<file path="src/rtl/fifo_level_pkg.sv">
// Shared width helpers for the fill-level FIFO and its pointer sub-module.
// All widths are elaboration-time constants derived from DEPTH/OUT_REG.
package fifo_level_pkg;

  function automatic int clog2(input int value);
    int result;
    result = 0;
    for (int v = value - 1; v > 0; v = v >> 1) begin
      result++;
    end
    return result;
  endfunction

  // Storage address width; a 2-entry FIFO still needs one address bit.
  function automatic int ptr_width(input int depth);
    return (clog2(depth) < 1) ? 1 : clog2(depth);
  endfunction

  // Fill level can reach DEPTH, plus one when the output register is present.
  function automatic int count_width(input int depth, input int out_reg);
    return clog2(depth + out_reg + 1);
  endfunction

endpackage

</file>
<file path="src/rtl/fifo_wrap_ptr.sv">
// Modulo-DEPTH pointer with a wrap bit that toggles on every roll-over,
// so equal addresses can be told apart as full or empty.
module fifo_wrap_ptr
  import fifo_level_pkg::*;
#(
  parameter int DEPTH = 6,
  parameter int AW    = ptr_width(DEPTH)
) (
  input  logic          clk,
  input  logic          reset,
  input  logic          clear,
  input  logic          advance,
  output logic [AW-1:0] addr,
  output logic          wrap
);

  localparam logic [AW-1:0] LAST = AW'(DEPTH - 1);

  // NOTE: state registers use non-blocking assignments so every flop samples
  // pre-edge values regardless of process evaluation order.
  always_ff @(posedge clk or posedge reset) begin
    if (reset) begin
      addr <= '0;
      wrap <= 1'b0;
    end else if (clear) begin
      addr <= '0;
      wrap <= 1'b0;
    end else if (advance) begin
      if (addr == LAST) begin
        addr <= '0;
        wrap <= ~wrap;
      end else begin
        addr <= addr + AW'(1);
      end
    end
  end

endmodule

</file>
<file path="src/rtl/fifo_level.sv">
// Valid/ready FIFO with registered fill level and almost-full/empty flags;
// optional registered output stage adds one word of capacity.
module fifo_level
  import fifo_level_pkg::*;
#(
  parameter int DWIDTH    = 32,
  parameter int DEPTH     = 6,
  parameter int AFULL_TH  = DEPTH - 1,
  parameter int AEMPTY_TH = 1,
  parameter int OUT_REG   = 0,
  localparam int CW       = count_width(DEPTH, OUT_REG)
) (
  input  logic              clk,
  input  logic              reset,
  input  logic              i_flush,
  input  logic              i_valid,
  output logic              o_ready,
  input  logic [DWIDTH-1:0] i_data,
  output logic              o_valid,
  input  logic              i_ready,
  output logic [DWIDTH-1:0] o_data,
  output logic [CW-1:0]     o_count,
  output logic              o_afull,
  output logic              o_aempty
);

  localparam int AW = ptr_width(DEPTH);

  logic [AW-1:0]     waddr;
  logic [AW-1:0]     raddr;
  logic              wwrap;
  logic              rwrap;
  logic              full;
  logic              empty;
  logic              push;
  logic              pop;
  logic              rd_adv;
  logic [CW-1:0]     count;
  logic [DWIDTH-1:0] mem [DEPTH];

  assign full    = (waddr == raddr) && (wwrap != rwrap);
  assign empty   = (waddr == raddr) && (wwrap == rwrap);
  assign o_ready = !full;
  // Acceptance looks only at storage fullness, so a same-cycle pop never frees room.
  assign push    = i_valid && !full;

  fifo_wrap_ptr #(.DEPTH(DEPTH), .AW(AW)) u_wr_ptr (
    .clk     (clk),
    .reset   (reset),
    .clear   (i_flush),
    .advance (push),
    .addr    (waddr),
    .wrap    (wwrap)
  );

  fifo_wrap_ptr #(.DEPTH(DEPTH), .AW(AW)) u_rd_ptr (
    .clk     (clk),
    .reset   (reset),
    .clear   (i_flush),
    .advance (rd_adv),
    .addr    (raddr),
    .wrap    (rwrap)
  );

  // NOTE: the storage array has no reset so it maps onto distributed RAM;
  // its contents are only observable behind a valid pointer range.
  always_ff @(posedge clk) begin
    if (push && !i_flush) begin
      mem[waddr] <= i_data;
    end
  end

  if (OUT_REG == 0) begin : g_show_ahead
    assign pop     = !empty && i_ready;
    assign rd_adv  = pop;
    assign o_valid = !empty;
    assign o_data  = mem[raddr];
  end else begin : g_out_reg
    logic              out_valid;
    logic [DWIDTH-1:0] out_data;

    // Refill whenever the register is free or being drained this cycle.
    assign pop    = out_valid && i_ready;
    assign rd_adv = !empty && (!out_valid || i_ready);

    always_ff @(posedge clk or posedge reset) begin
      if (reset) begin
        out_valid <= 1'b0;
      end else if (i_flush) begin
        out_valid <= 1'b0;
      end else if (rd_adv) begin
        out_valid <= 1'b1;
      end else if (pop) begin
        out_valid <= 1'b0;
      end
    end

    always_ff @(posedge clk) begin
      if (rd_adv && !i_flush) begin
        out_data <= mem[raddr];
      end
    end

    assign o_valid = out_valid;
    assign o_data  = out_data;
  end

  // Level tracks external push/pop only; internal refills move words, not count.
  always_ff @(posedge clk or posedge reset) begin
    if (reset) begin
      count <= '0;
    end else if (i_flush) begin
      count <= '0;
    end else if (push && !pop) begin
      count <= count + CW'(1);
    end else if (pop && !push) begin
      count <= count - CW'(1);
    end
  end

  assign o_count  = count;
  assign o_afull  = (count >= CW'(AFULL_TH));
  assign o_aempty = (count <= CW'(AEMPTY_TH));

endmodule

</file>
<file path="config.mk">
export PLATFORM = sky130hd
export DESIGN_NAME = fifo_level
export DESIGN_NICKNAME = d
export VERILOG_FILES = /design/src/rtl/fifo_level_pkg.sv /design/src/rtl/fifo_wrap_ptr.sv /design/src/rtl/fifo_level.sv
export SDC_FILE = /design/constraint.sdc
export NUM_CORES = 1
export LEC_CHECK = 0
export CAP_MARGIN = 25
export CORE_MARGIN = 4
export CORE_UTILIZATION = 53
export DETAILED_ROUTE_END_ITERATION = 10
export HOLD_SLACK_MARGIN = 0.06
export PLACE_DENSITY_LB_ADDON = 0.12
export REMOVE_ABC_BUFFERS = 1
export SLEW_MARGIN = 20
export SYNTH_ARGS = -nofsm -noshare
export SYNTH_HDL_FRONTEND = slang
export SYNTH_SLANG_ARGS = --single-unit
</file>
<file path="constraint.sdc">
create_clock -name clk -period 9.4 [get_ports clk]
set_input_delay 1.41 -clock clk [delete_from_list [all_inputs] [get_ports clk]]
set_output_delay 1.41 -clock clk [all_outputs]
set_load 0.01 [all_outputs]
</file>
Word-level counts from Yosys, hierarchy flattened
Memory sizes are Yosys's and may differ from the RTL's.
Cells that the tools add are included.
{"block": "word_totals", "memories": 1, "mem_bits_rw": 192, "regBits": 11, "elab_cells": 55}
{"block": "classes", "n_bitwise": 2, "add_sub_neg": 4, "n_eq_ne": 5, "reduce_logical": 19, "magnitude_cmp": 2, "mux": 17}
{"memory": "mem", "depth": 6, "word_bits": 32, "read_ports": 1, "rd_clocked_by_memory_dff": 0, "write_ports": 1, "line_no": "fifo_level.sv:39", "source": "logic [DWIDTH-1:0] mem [DEPTH];"}
{"cell": "3-bit 2-to-1 mux", "n": 9}
{"cell": "3-bit by 1-bit adder with 3-bit output, second input constant", "n": 3}
{"cell": "1-bit 2-to-1 mux", "n": 8}
{"cell": "2-bit nonzero test", "n": 4}
{"cell": "1-bit logical AND", "n": 7}
{"cell": "3-bit equality test, second input constant", "n": 2}
{"cell": "1-bit logical NOT", "n": 5}
{"cell": "2-bit AND reduction", "n": 2}
{"cell": "3-bit equality test", "n": 1}
{"cell": "3-bit >= comparator, second input constant", "n": 1}
{"cell": "3-bit by 1-bit less-or-equal comparator with 1-bit output, second input constant", "n": 1}
{"cell": "3-bit nonzero test", "n": 1}
{"cell": "3-bit by 1-bit subtractor with 3-bit output, second input constant", "n": 1}
{"cell": "1-bit inverter", "n": 2}
{"cell": "1-bit equality test", "n": 1}
{"cell": "1-bit inequality test", "n": 1}

Longest topological paths before layout
{"block": "logic_depth", "ltp_word": 9, "depth_mapped": 7, "mapped_depth_nobuf": 5}

Hierarchy
A second synthesis with hierarchy kept.
{"block": "hier_totals", "cells_unflattened": 425, "area_unflattened_um2": 8008.9}
{"mod": "fifo_level", "area_per_inst_um2": 7608.5, "n_inst": 1, "cells_each": 391, "seq_area_each_um2": 5840.6}
{"mod": "fifo_wrap_ptr", "area_per_inst_um2": 200.2, "n_inst": 2, "cells_each": 17, "seq_area_each_um2": 100.1}

Worst setup path after synthesis
Ideal clock, no wire load.
{"block": "synth_path", "kind": "input-to-reg", "start": "input i_flush", "end": "memory mem[0][0] (enable)", "setup_ns": 0.513, "stages": 2, "setup_slack_ns": 4.000, "path_buffers": 0, "t_arrival_ns": 4.887, "t_required_ns": 8.887, "path_cell_list": "nor2_1 > nor4b_1"}
{"block": "synth_via", "elab_chain_len": 4}
{"element": "start: declaration", "line_no": "fifo_level.sv:15", "source": "input logic i_flush,"}
{"element": "1-bit logical NOT", "line_no": "fifo_level.sv:68", "source": "if (push && !i_flush) begin"}
{"element": "1-bit logical AND", "line_no": "fifo_level.sv:68"}
{"element": "1-bit 2-to-1 mux", "line_no": "fifo_level.sv:68"}
{"element": "1-bit 2-to-1 mux (not written as such)", "line_no": "fifo_level.sv:69", "source": "mem[waddr] <= i_data;"}
{"element": "end: declaration", "line_no": "fifo_level.sv:39"}
No other way between the ends.

Worst setup path in the final report
{"block": "layout_path", "start": "register u_rd_ptr.addr[0]", "end": "output o_data[1]"}
{"block": "layout_via", "elab_chain_len": 1}
{"element": "start: declaration", "line_no": "fifo_wrap_ptr.sv:13", "source": "output logic [AW-1:0] addr,"}
{"element": "start signal: assignment", "line_no": "fifo_wrap_ptr.sv:33", "source": "addr <= addr + AW'(1);"}
{"element": "memory 6 x 32 bit"}
{"element": "end: declaration", "line_no": "fifo_level.sv:21", "source": "output logic [DWIDTH-1:0] o_data,"}
No other way between the ends.

==> results.md <==
- Status: finished clean
- Routed Antenna Nets: 0
- CP arrival: about 3.3 ns
- CTS resizes: 0
- Peak supply drop: 162 uV
- Max-slew violation count: 0
- FFs w/ async S/R, synth: 0.0542
- Worst endpoint required time: ~8.0 ns
- HPWL Detailed: between 8 and 9 mm
- Sequential share of the synthesized area: 0.756
- Iter 0 DRT Violations: between 300 and 400
- Vias in the first global route: around 4.2k
- GPL Wtd Cong: a little over 0.7
- Highest clock rate: roughly 210 MHz
- Post-CTS setup buffers: 0
- Final std cells w/o fill: ~710
- CTS clk-pin slew, worst paths: 0.06 ns
- Worst-path fanout max: 36
- # diodes: 0
- Num rows: 44
- FF+latch count, synth: between 200 and 250
- Max cap viols: 0
- Worst hold path class: flop to flop
- Ports: 76
- Clk root buf: clkbuf_16
- Vias: 3,973
- Worst hold slack: 0.615 ns
- Drt drc: 0
- Initial antenna violation count: 0
- Setup TNS: 0 ns
- CTS Hold Bufs: 0
- Critical path endpoint category: output pin
- First-pass GRT wire length: 23.5 mm
- Final hold vios: 0
- Post-synth EDFFs: 192
- Hold_sp: u_rd_ptr.wrap
- Main synth FF type: edfxtp_1
- Die Y: 131 um
- Syn Inst Count: roughly 430
- Pin count of the biggest net entering global routing: 38
- Yosys cell types: 36
- CTS tree: built
- TritonCTS Buffers: 21
- Placed cells: 668
- RSZ-0062 raised after global routing: no
- CP Launch Type: flop
- First-pass DRT Iterations: 4
- Die X: between 100 and 150 um
- Synth-to-Final Area Change: 19.9%
- CTS sink count: between 200 and 250
- Reg2reg start: u_rd_ptr.addr[2]
- Share of post-route cells with drive strength above 1: 0.159
- Clk_lat worst skew: around 0.48 ns
- Pwr dens: approximately 220 nW/um^2
- Starting Density: 0.546
- Crit path largest cell delay: 0.84 ns
- Launching element of the worst setup path: u_rd_ptr.addr[0]
- PortBufs: 75
- Actual slew at the worst max-slew pin: approximately 0.95 ns
- Crit path kind: flop to output pin
- H-tree levels: 1
- Final Critical Period: ~4.7 ns
- Skew final: 0.00728 ns
- Period utilization: 0.503
- Final Core Density: 0.654
- Core Region: 14,600 um^2
- Vias per cell: about 5.6
- Die Outline Area: roughly 17,000 um^2
- Leakage power total: 3.10 nW
- CTS Buffer Depth: 3
- CP max stage cell: dfrtp_4
- Relative slew slack: 0.366
- Crit-path cells: buf_4 -> mux4_2 -> nor2_1 -> a21oi_1 -> clkdlybuf4s50_1
- Avg WL per Cell: roughly 20 um
- Synth warn: 0
- GRT Util Overall: 0.181
- Overflow after GRT: 0
- Setup-failing EPs final: 0
- DRT Wirelength: between 10 and 15 mm
- Mapped Area: 7990 um^2
- Synth Area per Inst: roughly 19 um^2
- Fin nets: about 550
## flip-flops by register name, summed over array words and instances, names as in the netlist
register and flops:
mem 192, o_count 3, u_rd_ptr.addr 3, u_wr_ptr.addr 3, u_rd_ptr.wrap 1, u_wr_ptr.wrap 1
## logic make-up (layout without fill, tap and decap cells)
logic type,Yosys count,count (layout),share of synthesized area
AOI/OAI and AO/OA,44,44,0.0338
xor gates and xnor gates,12,12,0.0164
adders and majority gates,3,3,0.00470
buffers and inverters,28,125,0.0186
DFF,203,203,0.756
muxes,65,65,0.132
and+or+nand+nor,70,70,0.0388
## power by group
| group | internal (mW) | total [mW] | switching, mW |
|---|---|---|---|
| registers | 1.01 | 1.05 | 0.0338 |
| logic | 0.184 | 0.324 | 0.141 |
| clock network | 0.434 | 0.737 | 0.303 |
## layer usage
metal  vias to the layer above  global-route usage  wire length (um)
li1                       1840                   -                 -
met1                      2010               0.256              6160
met2                       103               0.298              7260
met3                        20              0.0325               844
met4                         0              0.0430               162
met5                         -                   0                 0
## cell usage in the layout (no fill, tap or decap), types with 2 or more instances in the layout
cell type and n:
a21oi_1 37, buf_4 9, clkbuf_1 7, clkbuf_16 21, clkbuf_8 3, clkdlybuf4s50_1 75
clkinv_1 5, dfrtp_1 8, dfrtp_2 2, edfxtp_1 192, ha_1 3, inv_1 3
mux2i_1 32, mux4_2 32, nand2_1 8, nand3_1 2, nand4b_1 4, nor2_1 46
nor2_4 2, xnor2_1 6, xor2_1 4
## worst max-delay path, delay by kind of cell (launching register included)
kind | cells | cell delay (ns)
compound gates | 1 | 0.06
buf+inv | 2 | 1.19
simple gates | 1 | 0.15
mux | 1 | 0.58
flops | 1 | 0.84
## cells in the mapped netlist (2+ instances only)
cell type / instances / area share
mux4_2: 32 / 0.090
nand4b_1: 4 / 0.0044
ha_1: 3 / 0.0047
clkbuf_1: 8 / 0.0038
inv_1: 3 / 0.0014
mux2i_1: 32 / 0.040
buf_6: 4 / 0.0056
xor2_1: 4 / 0.0044
dfrtp_1: 11 / 0.034
nand3_1: 2 / 0.0013
a21oi_1: 37 / 0.023
nor2_1: 48 / 0.023
xnor2_1: 6 / 0.0066
buf_2: 8 / 0.0050
nand2_1: 8 / 0.0038
buf_1: 4 / 0.0019
edfxtp_1: 192 / 0.72
## final cells by class
class	instances	area (um^2)
clock buffer	31	593
clock inverter	6	23.8
fill	1021	5060
inverter	3	11.3
multi-input combinational	194	1840
sequential	203	6050
tap	184	230
timing repair buffer	85	838
## path summary, 6_finish.rpt
check	end	slack, ns	depth (start not counted)
min reg2reg	u_rd_ptr.wrap	0.62	2
max	o_data[1]	4.67	5
max reg2reg	mem[3][7]	6.49	5
min	u_rd_ptr.wrap	0.62	2
max in group asynchronous	u_rd_ptr.addr[0]	7.82	2
min in group asynchronous	u_wr_ptr.addr[1]	1.24	2
## metrics by stage
stage / power [mW] / setup slack (ns) / cell area (um^2)
finish: 2.11 / 4.67 / 9580
global route: 2.20 / 4.44 / 9580
CTS: 2.13 / 4.58 / 9560
detailed placement: 1.40 / 5.10 / 8940
global placement: 1.39 / 5.12 / 8940
floorplan: 1.26 / 2.64 / 7850
Note: power is estimated with default switching activity, not from simulation.
